### config.mk
export PLATFORM = sky130hd
export DESIGN_NAME = arbiter_rr4
export DESIGN_NICKNAME = d
export VERILOG_FILES = /design/src/rtl/arbiter_rr4_pkg.sv /design/src/rtl/arbiter_rr4_pick.sv /design/src/rtl/arbiter_rr4.sv
export SDC_FILE = /design/constraint.sdc
export NUM_CORES = 1
export LEC_CHECK = 0
export ABC_AREA = 1
export ABC_CLOCK_PERIOD_IN_PS = 2800
export CORE_UTILIZATION = 55
export DETAILED_ROUTE_END_ITERATION = 10
export PLACE_DENSITY = 0.84
export SYNTH_ARGS = -nofsm -noshare
export SYNTH_HDL_FRONTEND = slang
export SYNTH_SLANG_ARGS = --single-unit
### constraint.sdc
create_clock -name clock -period 2.8 [get_ports clock]
set_input_delay 0.56 -clock clock [delete_from_list [all_inputs] [get_ports clock]]
set_output_delay 0.56 -clock clock [all_outputs]
set_load 0.01 [all_outputs]
### src/rtl/arbiter_rr4_pkg.sv
// Shared definitions for the four-master round-robin arbiter:
// state encodings, requester count and hold counter width.
package arbiter_rr4_pkg;

   localparam int N_REQ  = 4;
   localparam int IDX_W  = 2;
   localparam int HOLD_W = 8;

   typedef enum logic [1:0] {
      ST_IDLE = 2'd0,
      ST_GRANT = 2'd1,
      ST_TURN = 2'd2
   } arb_state_e;

   function automatic logic [N_REQ-1:0] idx_onehot(
      input logic [IDX_W-1:0] idx
   );
      return {{(N_REQ-1){1'b0}}, 1'b1} << idx;
   endfunction

endpackage

### src/rtl/arbiter_rr4_pick.sv
// Rotating-priority encoder: first active request at or after ptr,
// wrapping modulo four.
module rr_priority_pick
   import arbiter_rr4_pkg::*;
(
   input  logic [N_REQ-1:0] req,
   input  logic [IDX_W-1:0] ptr,
   output logic             valid,
   output logic [IDX_W-1:0] idx
);

   logic [IDX_W-1:0] cand;

   // Walk from the farthest candidate back to ptr so the nearest wins.
   always_comb begin
      valid = 1'b0;
      idx   = ptr;
      cand  = ptr;
      for (int k = N_REQ - 1; k >= 0; k--) begin
         cand = ptr + IDX_W'(k);
         if (req[cand]) begin
            valid = 1'b1;
            idx   = cand;
         end
      end
   end

endmodule

### src/rtl/arbiter_rr4.sv
// Four-requester round-robin arbiter with bounded grant tenure and
// a mandatory one-cycle turnaround between grants.
module arbiter_rr4
   import arbiter_rr4_pkg::*;
#(
   parameter int MAX_HOLD = 8
) (
   input  logic             clock,
   input  logic             reset,
   input  logic             req_0,
   input  logic             req_1,
   input  logic             req_2,
   input  logic             req_3,
   output logic             gnt_0,
   output logic             gnt_1,
   output logic             gnt_2,
   output logic             gnt_3,
   output logic             busy,
   output logic [IDX_W-1:0] owner
);

   localparam logic [HOLD_W-1:0] HOLD_MAX = HOLD_W'(MAX_HOLD);

   arb_state_e        state_q, state_d;
   logic [IDX_W-1:0]  ptr_q, ptr_d;
   logic [IDX_W-1:0]  owner_q, owner_d;
   logic [HOLD_W-1:0] hold_q, hold_d;
   logic [N_REQ-1:0]  gnt_q, gnt_d;

   logic [N_REQ-1:0]  req_vec;
   logic              pick_valid;
   logic [IDX_W-1:0]  pick_idx;

   assign req_vec = {req_3, req_2, req_1, req_0};

   rr_priority_pick u_pick (
      .req   (req_vec),
      .ptr   (ptr_q),
      .valid (pick_valid),
      .idx   (pick_idx)
   );

   always_comb begin
      state_d = state_q;
      ptr_d   = ptr_q;
      owner_d = owner_q;
      hold_d  = hold_q;
      gnt_d   = gnt_q;
      unique case (state_q)
         ST_IDLE, ST_TURN: begin
            gnt_d   = '0;
            state_d = ST_IDLE;
            if (pick_valid) begin
               state_d = ST_GRANT;
               owner_d = pick_idx;
               hold_d  = HOLD_W'(1);
               gnt_d   = idx_onehot(pick_idx);
            end
         end
         ST_GRANT: begin
            // Timeout releases even with the owner still requesting.
            if (!req_vec[owner_q] || hold_q == HOLD_MAX) begin
               state_d = ST_TURN;
               gnt_d   = '0;
               ptr_d   = owner_q + IDX_W'(1);
            end else begin
               hold_d = hold_q + HOLD_W'(1);
            end
         end
         default: begin
            state_d = ST_IDLE;
            gnt_d   = '0;
         end
      endcase
   end

   always_ff @(posedge clock or posedge reset) begin
      if (reset) begin
         state_q <= ST_IDLE;
         ptr_q   <= '0;
         owner_q <= '0;
         hold_q  <= '0;
         gnt_q   <= '0;
      end else begin
         state_q <= state_d;
         ptr_q   <= ptr_d;
         owner_q <= owner_d;
         hold_q  <= hold_d;
         gnt_q   <= gnt_d;
      end
   end

   assign {gnt_3, gnt_2, gnt_1, gnt_0} = gnt_q;
   assign busy  = |gnt_q;
   assign owner = busy ? owner_q : '0;

endmodule

==> out/metrics.cfg, run 1 <==
[worst_setup_path]
crit_path_max_fanout = 3
crit_slowest_cell = clkdlybuf4s50_1
critPathTopFamily = simple AND/OR/NAND/NOR gates
crit_end = owner[0]
rr_worst_depth = 9
rr_endpoint = gnt_q[2]
criticalPathCategory = flop to output pin
start_kind = flop
cp-startpoint = gnt_q[1]
cp-end-kind = output pin
path_cells = nor4_1 -> nor2_1 -> clkdlybuf4s50_1
cp.arrival_ps = 1820
cp.depth = 3
r2r-start = ptr_q[0]
slowest_delay_ps = 510
crit_required_ps = 2240
path_buf_inv = 1
r2r_setup_slack_ps = 1130

[grt]
grt_pass1_wl_um = 4540
globalRouteOverflowTotal = 0
grt_antenna_before_repair = 0
grt_max_degree = 19
grt_usage_pct = 23.6
grt_pass1_vias = 1139

[drt]
wl_um = 2540
num_vias = 1146
vias_per_cell = 5.33
dr.pass1.iters = 4
drt_iter0_drc = 60
wl_per_cell_um = 11.8
drc = 0
ant_nets = 0

[clocking]
cts_buffer_depth = 2
clkTransAtPathRegs_ps = 110
cts_setup_buffers = 0
cts_tree = yes
hold_buffers = 0
htreeDepth = 1
numCtsBuffers = 3
cts.sinks = 18
ctsResizeCount = 0
clock-root-buffer = clkbuf_4
insertion_delay_ps = 300

[timing]
slew_headroom_pct = 54.6
min_period_over_period_pct = 84.9
drv_slew = 0
max_freq_mhz = 421
rsz0062_at_grt = no
worst_hold_slack_ps = 522
fin_setup_tns_ps = 0
fin_worst_skew_ps = 2.45
finalHoldViolCount = 0
setup_viol = 0
layout_min_cycle_time_ps = 2380
worstMarginPinSlew_ps = 680

[layout]
antennaDiodeCount = 0
fin_nets = 197
drive_gt1_share_pct = 17.0
syn_to_final_growth_pct = 14.1
nFillCells = 169

[pwr]
ir_drop_mv = 0.786
p_per_area_mw_per_mm2 = 1130
leakage_nw = 0.739
finalPower_mw = 1.63

[worst_hold_path]
hold_start = gnt_q[3]
hold_path_class = flop to flop

[logic_synthesis]
synth_xor_area_share_pct = 2.77
synth_compound_area_share_pct = 8.11
synthTopCellsByArea = dfrtp_1 36%, nand2_1 15%, inv_1 7.1%
ys_seq_elements = 18
synth_edf_count = 0
ys_seq_area_share_pct = 35.6
yosysTopAreaCell = dfrtp_1
synth_area_mm2 = 0.00126
synth_top_family_by_area = simple AND/OR/NAND/NOR gates
ys_types = 27
synth_top_flop_cell = dfrtp_1
synth-simple-area-share_pct = 41.9
async_flop_share_pct = 100
avgSynthCellArea_um2 = 7.31
syn-instance-count = 173
synth_fa_ha_area_share_pct = 1.98
synth_nets = 181
synthDominantCellAreaShare_pct = 35.6
ys_warn_count = 0
synth_mux_area_share_pct = 0

[status]
outcome = completed

[floorplan]
rows = 16
initial_utilization_pct = 61.3
die_w_um = 50.0
top_level_ports = 13
die-area_mm2 = 0.00250
core_mm2 = 0.00206
die_h_um = 50.0

[place]
io_buffers = 12
hpwl_um = 2020
routabilityCongestion = 0.969

[flow_run]
maxCapViolCount = 0

-- cells in the mapped netlist (2+ instances only) --
| cell | number |
|---|---|
| nor3_1 | 2 |
| o21ai_1 | 3 |
| a21oi_1 | 3 |
| nand2_8 | 2 |
| nor2_4 | 2 |
| xor2_1 | 4 |
| inv_2 | 3 |
| nor2_1 | 15 |
| nand2_1 | 49 |
| nand4_1 | 4 |
| nand2_2 | 11 |
| inv_1 | 24 |
| ha_1 | 2 |
| o21ai_2 | 3 |
| o21ai_0 | 6 |
| dfrtp_1 | 18 |
| nand3_1 | 12 |
-- per-stage QoR --
step	instance area [µm²]	instances	utilization [%]	setup WS, ps
floorplan	1260	173	-	1300
global placement	1410	211	68.3	739
detailed placement	1410	211	68.3	704
CTS	1440	215	70.0	417
global route	1440	215	70.0	358
finish	1440	215	70.0	423
-- where the power goes --
part | internal (mW) | switching [mW]
clock | 0.0793 | 0.0852
combinational | 0.362 | 0.672
sequential | 0.337 | 0.0944
total | 0.778 | 0.852
-- worst min path at each step --
stage	end	cells past startpoint
5_1_grt	gnt_q[3]	2
2_1_floorplan	gnt_q[0]	1
3_3_place_gp	gnt_q[0]	2
4_1_cts	gnt_q[3]	2
3_5_place_dp	gnt_q[3]	2
6_report	gnt_q[3]	2
-- cells by family after synthesis --
family	Yosys count
compound gates	17
flops	18
fa+ha+maj	2
buf+inv	29
xor+xnor	4
simple gates	103
-- cell usage in the layout (no fill, tap or decap), types with 4 or more instances in the layout --
cell type / instances
clkdlybuf4s50_1: 12
nand2_2: 11
nand4_1: 4
o21ai_0: 6
nor2_1: 15
inv_1: 24
nand2_1: 49
dfrtp_1: 18
xor2_1: 4
nand3_1: 12
-- worst min-delay path, stage by stage (launching register included) --
cell,delay (ps)
dfrtp_1,380
nand2_1,60
nand2_1,60
-- metal layers --
metal  GRT usage, %  vias to the layer above  wire [µm]
met5              0                        -          0
met4           6.67                        0         10
met3           3.09                        2        139
met1           29.3                      528       1160
li1               -                      574          -
met2           42.3                       42       1230
-- state kept, by name, indices dropped and copies added, names as in the netlist --
register and flops:
gnt_q 4, hold_q 8, owner_q 2, ptr_q 2, state_q 2
-- layout make-up --
class                      count  area [µm²]  area share, %
sequential                    18         450           31.2
multi-input combinational    126         693           48.0
inverter                      28         110           7.63
clock buffer                   4        36.3           2.51
timing repair buffer          12         120           8.32
tap                           27        33.8           2.34
Power figures use the tool's default switching activity.
==> run 2, diff against run 1 <==
- ABC_CLOCK_PERIOD_IN_PS: 2800 -> 2150
- CORE_UTILIZATION: 55 -> 50
- PLACE_DENSITY: 0.84 -> 0.8
- clock period: 2.8 -> 2.15 ns (I/O delays scaled with it)
==> run 2 against run 1 <==
Compared with the run above:
- register-to-register slack lost 660 ps
- utilization shrank 7.1 points
- critical path depth is the same
- clock skew is essentially flat
- clock power is essentially flat
- cell area grew 0.17%
- global-route usage shrank 2.4 points
- worst setup slack lost 340 ps
- critical path type unchanged
- worst hold slack lost 3.3 ps
==> out/metrics.cfg, run 2 (synthesis gave the netlist of run 1 again) <==
[pwr]
leakage_nw = 0.737
finalPower_mw = 2.10
internal-power_mw = 0.988
p_switching_mw = 1.11
seqPwrFrac_pct = 27.3
switching_share_pct = 52.9
p_per_area_mw_per_mm2 = 1450
p_clk_share_pct = 7.9
ir_drop_mv = 1.08
combPwrFrac_pct = 64.9

[drt]
drt_iter0_drc = 26
ant_nets = 0
dr.pass1.iters = 4
drc = 0
num_vias = 1115
wl_um = 2650
wl_per_cell_um = 12.3
vias_per_cell = 5.19

[clocking]
cts_setup_buffers = 0
clkTransAtPathRegs_ps = 90
htreeDepth = 1
cts_buffer_depth = 2
numCtsBuffers = 3
cts_tree = yes
clock-root-buffer = clkbuf_4
insertion_delay_ps = 290
cts.sinks = 18

[timing]
setup_viol = 0
fin_worst_skew_ps = 2.09
drv_slew = 0
min_period_over_period_pct = 96.2
slew_headroom_pct = 56.1
layout_min_cycle_time_ps = 2070
finalHoldViolCount = 0
rsz0062_at_grt = no
max_freq_mhz = 483
fin_setup_tns_ps = 0
worstMarginPinSlew_ps = 657

[worst_hold_path]
hold_path_class = primary input to asynchronous set/reset pin

[layout]
multiInputGateArea_um2 = 708
drive_gt1_share_pct = 17.1
antennaDiodeCount = 0
nFillCells = 199
top_register = hold_q
fin_nets = 197
final_util_pct = 63.0
reg_top3 = hold_q: 8 flops, gnt_q: 4 flops
stdcell_area_mm2 = 0.00145
mostFrequentLayoutCell = nand2_1
regArea_um2 = 450
layout_common_cells = 49 x nand2_1, 24 x inv_1, 18 x dfrtp_1
syn_to_final_growth_pct = 14.3
largest_reg_flops = 8
stdcell_count = 215

[floorplan]
core_mm2 = 0.00230
top_level_ports = 13
die_h_um = 52.3
die-area_mm2 = 0.00274
rows = 17
initial_utilization_pct = 55.1
die_w_um = 52.3

[grt]
globalRouteOverflowTotal = 0
grt_pass1_vias = 1067
grtUsageMet3_pct = 2.90
use_met2_pct = 40.1
use_met1_pct = 24.1
busiest_layer = met2
grt_pass1_wl_um = 4280
grt_max_degree = 19
grt_usage_pct = 21.3
grt_antenna_before_repair = 0

[worst_setup_path]
cp.arrival_ps = 1640
crit_path_max_fanout = 3
r2r_setup_slack_ps = 470
cp-end-kind = output pin
crit_required_ps = 1720
start_kind = flop
criticalPathCategory = flop to output pin

[status]
outcome = completed

[place]
routabilityCongestion = 0.902
hpwl_um = 1980
placed_area_mm2 = 0.00141
placedCellCount = 212
io_buffers = 12

[flow_run]
maxCapViolCount = 0

## run 2: cell types whose count changed in the layout (fill, tap and decap cells not counted)
cell,change
clkbuf_8,-1
nor4_1,-1
nor4_4,+1
## run 2: final cells by class
type | instances | area share, %
timing repair buffer | 12 | 8.30
tap | 28 | 2.42
clock buffer | 3 | 1.56
sequential | 18 | 31.1
inverter | 28 | 7.61
multi-input combinational | 126 | 49.0
## run 2: worst max-delay path, stage by stage, from the launching register on
cell,delay [ps]
dfrtp_1,430
nor4_4,340
nor2_1,80
clkdlybuf4s50_1,500
## run 2: path summary, 6_finish.rpt
check | from | end | cells past startpoint
setup / recovery | gnt_q[0] | owner[0] | 3
hold / removal | reset | gnt_q[0] | 2
setup reg to reg | ptr_q[0] | gnt_q[2] | 11
hold reg to reg | hold_q[7] | hold_q[7] | 2
max in group asynchronous | reset | owner_q[1] | 2
min in group clock | hold_q[7] | hold_q[7] | 2
## run 2: power groups by stage
stage	Sequential, mW	Clock, mW	Combinational, mW
3_5_place_dp	0.566	0	1.34
3_3_place_gp	0.563	0	1.29
6_report	0.571	0.165	1.36
2_1_floorplan	0.528	0	1.08
5_1_grt	0.584	0.176	1.50
4_1_cts	0.562	0.165	1.35
## run 2: metal layers
layer  vias to the layer above  share of wire (%)
met3                         6                4.8
met1                       500                 45
met5                         -                  0
li1                        572                  -
met2                        37                 49
met4                         0                1.2
## run 2: per-stage QoR
stage,setup WS (ps),hold WS (ps)
floorplan,752,369
global placement,220,504
detailed placement,188,505
CTS,52.5,543
global route,37.1,603
finish,80.7,519
## run 2: repair_timing
action | CTS | global route
resized for setup | 1 | 1
hold buffers | 0 | 0
setup endpoints to repair | 3 | 1
gates cloned | 0 | 0
==> RTL edit 1 (flow settings as in run 1) <==
Reset style: synchronous (`reset`), changed in one clocked block.
--- a/src/rtl/arbiter_rr4.sv
+++ b/src/rtl/arbiter_rr4.sv
@@ -75,5 +75,5 @@
    end
 
-   always_ff @(posedge clock or posedge reset) begin
+   always_ff @(posedge clock) begin
       if (reset) begin
          state_q <= ST_IDLE;
Formal check against the unedited RTL: differs if reset is asserted again (counterexample within 4 cycles, from zero or initial values and one cycle with reset high); with reset held inactive, the same outputs for 10 cycles.
==> RTL edit 1 against run 1 <==
- sequential power shrank 12%
- count of clock-buffer cells in the layout unchanged
- total power shrank 23%
- synthesized cell count rose by 4.0%
- clock skew increased by 0.0032 ns
- synthesized area shrank 9.0%
- core utilization down 2.6 points
- routed wire length is 2.8% lower
- worst setup slack improved by 0.13 ns
- register-to-register slack worse by 0.09 ns
- cell area is 8.4% lower
- die area down 8.6%
- sequential cell count unchanged
- largest cell class unchanged
- largest power group unchanged
==> RTL edit 1: results <==
{
  "status": "completed",
  "clock_latency_ns": 0.30,
  "crit_fanout": 3,
  "finClkSkew_ns": 0.00561,
  "worstSetupStartpoint": "gnt_q[3]",
  "yosys-top-cells-area": "dfxtp_1, nand2_1, inv_1",
  "grt_pass1_vias": 874,
  "ys_seq_area_share_pct": 31.3,
  "post-cts-setup-buffers": 0,
  "grt_max_degree": 17,
  "hpwl_microns": 1910,
  "holdPathEnd": "gnt_q[0]",
  "synth_nets": 188,
  "cts_max_level": 1,
  "arrival_ns": 1.69,
  "vias_per_cell": 5.21,
  "p_leak_nw": 0.585,
  "nets": 202,
  "ys_top_cells_by_count": "nand2_1, inv_1, dfxtp_1, nor2_1, a21oi_1",
  "netlist_instances": 180,
  "drive_gt1_share_pct": 11.4,
  "place_congestion": 0.896,
  "timing.hold.ws_ns": 0.494,
  "r2r_setup_slack_ns": 1.04,
  "drt_iter0_markers": 29,
  "instances_no_fill": 220,
  "endpoint": "owner[1]",
  "reg2reg_to": "gnt_q[0]",
  "worstMarginPinSlew_ns": 0.560,
  "synth_async_sr_flop_share_pct": 0,
  "cts_buffer_depth": 2,
  "peakVddDrop_uv": 722,
  "hp-start": "gnt_q[0]",
  "grt_pass1_wl_microns": 3590,
  "cpPeakStageDelay_ns": 0.49,
  "p_sw_mw": 0.600,
  "ys_types": 25,
  "r2r_start": "ptr_q[0]",
  "root_buffer": "clkbuf_4",
  "wirelength_microns": 2470,
  "grt_usage_pct": 22.1,
  "r2r_cells": 10
}
## RTL edit 1: changes by cell type after synthesis, moves of 3 or more
cell and delta:
dfxtp_1 +18, o21ai_2 -3, o21ai_1 -3, dfrtp_1 -18, a21oi_1 +13
## RTL edit 1: layout make-up
class / instances / area [sq um]
inverters: 25 / 104
flip-flops and latches: 18 / 360
multi-input cells: 134 / 668
clock buffers: 4 / 36.3
repair buffers: 12 / 120
well taps: 27 / 33.8
fillers: 179 / 639
## RTL edit 1: routing by layer
layer	GRT usage [%]	share of wire, %
met3	3.77	3.9
met2	35.4	47
met4	5.00	0.85
met5	0	0
met1	31.3	48
## RTL edit 1: critical path, delay by kind of cell (launching register included)
kind	cells	cell delay, ns
buffers and inverters	1	0.49
and+or+nand+nor	2	0.55
DFF	1	0.34
## RTL edit 1: kinds of logic after synthesis
group	Yosys count	synth area share, %
xor+xnor	5	3.81
simple gates	101	39.9
flops	18	31.3
fa+ha+maj	2	2.17
buf+inv	28	10.7
compound gates	26	12.2
## RTL edit 1: power groups by stage
stage	Sequential [mW]	Combinational, mW	Clock, mW
floorplan	0.369	0.531	0
global placement	0.379	0.686	0
detailed placement	0.383	0.709	0
CTS	0.377	0.712	0.163
global route	0.387	0.814	0.175
finish	0.378	0.717	0.163
## RTL edit 1: per-stage QoR
stage,total power [mW],setup slack (ns),area [sq um]
global placement,1.07,0.665,1290
floorplan,0.900,1.28,1150
detailed placement,1.09,0.637,1290
global route,1.38,0.397,1320
CTS,1.25,0.562,1320
finish,1.26,0.554,1320
==> RTL edit 2 (flow settings as in run 1) <==
Made on the original files. The package constant `HOLD_W` goes from 8 to 12.
--- a/src/rtl/arbiter_rr4_pkg.sv
+++ b/src/rtl/arbiter_rr4_pkg.sv
@@ -5,5 +5,5 @@
    localparam int N_REQ  = 4;
    localparam int IDX_W  = 2;
-   localparam int HOLD_W = 8;
+   localparam int HOLD_W = 12;
 
    typedef enum logic [1:0] {
Formal check against the unedited RTL: same outputs for any inputs over 10 cycles, from zero or initial values and one cycle with reset high; that may be too few to reach the edited logic, so the function may still have changed.
==> RTL edit 2 against run 1 <==
- synthesized cell count is 21% higher
- non-clock buffer count did not move
- total power up 1.7%
- sequential cell count up 4
- cell area is 16% higher
- critical endpoint unchanged
- clock power up 47%
- synthesized area is 17% higher
- routed wire length grew 12%
- worst setup slack improved by 0.051 ns
- worst hold slack improved by 0.0061 ns
- core utilization is 3.1 points lower
- largest power group unchanged
- largest cell class unchanged
==> RTL edit 2: results <==
{
  "status": "completed",
  "grt_pass1_wl_microns": 4990,
  "drt_iter0_markers": 43,
  "hpwl_microns": 2130,
  "peakVddDrop_uv": 590,
  "multi_input_area_sq_um": 793,
  "clock_latency_ns": 0.31,
  "place_area_sq_um": 1620,
  "netSwitchingFraction_pct": 47.9,
  "worstSetupStartpoint": "gnt_q[0]",
  "r2r_cells": 11,
  "grt_usage_pct": 24.0,
  "arrival_ns": 1.77,
  "post-cts-setup-buffers": 0,
  "nets": 234,
  "holdPathEnd": "gnt_q[2]",
  "crit_family": "simple AND/OR/NAND/NOR gates",
  "cpMaxStageDelayCell": "clkdlybuf4s50_1",
  "ys_top_cells_by_count": "nand2_1, inv_1, dfrtp_1, nand3_1, nor2_1",
  "cts_buffers": 3,
  "synth_warnings": 0,
  "r2r_start": "ptr_q[0]",
  "cpPeakStageDelay_ns": 0.49,
  "cts_resized": 0,
  "dr.pass1.iters": 4,
  "grt_pass1_vias": 1124,
  "yosys-top-cells-area": "dfrtp_1, nand2_1, nand3_1",
  "hp-start": "gnt_q[2]",
  "reg2reg_to": "gnt_q[2]",
  "cts_buffer_depth": 2,
  "nFillCells": 213,
  "root_buffer": "clkbuf_4",
  "p_leak_nw": 0.817,
  "vias_per_cell": 5.08,
  "r2r_setup_slack_ns": 1.14,
  "port-buffer-count": 12,
  "endpoint": "owner[0]",
  "ys_seq_area_share_pct": 37.3,
  "slew_headroom_pct": 46.8,
  "hold_path_class": "register to register",
  "drive_gt1_share_pct": 12.9,
  "finClkSkew_ns": 0.00337,
  "antenna_cells": 0,
  "grt_max_degree": 23,
  "reg_top3": "hold_q: 12 flops, gnt_q: 4 flops",
  "crit_fanout": 3,
  "synth_async_sr_flop_share_pct": 100,
  "cts_max_level": 1,
  "ys_types": 26,
  "synth_nets": 218,
  "wirelength_microns": 2840,
  "synth_ff_type": "dfrtp_1",
  "place_congestion": 0.904
}
## RTL edit 2: cell types whose count changed after synthesis, sizes merged, moves of 3 or more
| cell | run 1 | this run |
|---|---|---|
| dfrtp | 18 | 22 |
| nor3 | 2 | 5 |
| nand3 | 14 | 21 |
| nand2 | 63 | 76 |
| o21ai | 12 | 15 |
| nor2 | 18 | 21 |
## RTL edit 2: cells by family after synthesis
family                     share of synthesized area, %
buffers and inverters                              8.91
xor gates and xnor gates                           2.38
DFF                                                37.3
and+or+nand+nor                                    41.3
adders and majority gates                          1.70
AOI/OAI and AO/OA                                  8.40
## RTL edit 2: metrics by stage
| stage | hold WS (ns) | power (mW) | instances | worst slack (ns) |
|---|---|---|---|---|
| global placement | 0.505 | 1.41 | 251 | 0.692 |
| floorplan | 0.491 | 1.21 | 210 | 1.30 |
| detailed placement | 0.503 | 1.42 | 251 | 0.694 |
| CTS | 0.533 | 1.66 | 255 | 0.455 |
| global route | 0.550 | 1.82 | 255 | 0.263 |
| finish | 0.529 | 1.66 | 255 | 0.475 |
## RTL edit 2: layer usage
metal  GRT usage (%)  wire (microns)
met4            5.26              30
met5               0               0
met1            35.8            1520
met3            5.08             118
met2            35.2            1180
## RTL edit 2: power by group through the flow
stage                     registers, mW  clock network [mW]  logic (mW)
final                             0.490               0.243       0.923
after global routing              0.502               0.260        1.06
after CTS                         0.489               0.247       0.928
after detailed placement          0.495                   0       0.923
after global placement            0.496                   0       0.913
after floorplan                   0.464                   0       0.751
## RTL edit 2: cell type report
type | instances | share of cell area (%)
multi-input cells | 159 | 47.4
flip-flops and latches | 22 | 32.9
repair buffers | 12 | 7.17
inverters | 28 | 7.17
well taps | 30 | 2.24
clock inverters | 1 | 1.79
clock buffers | 3 | 1.35
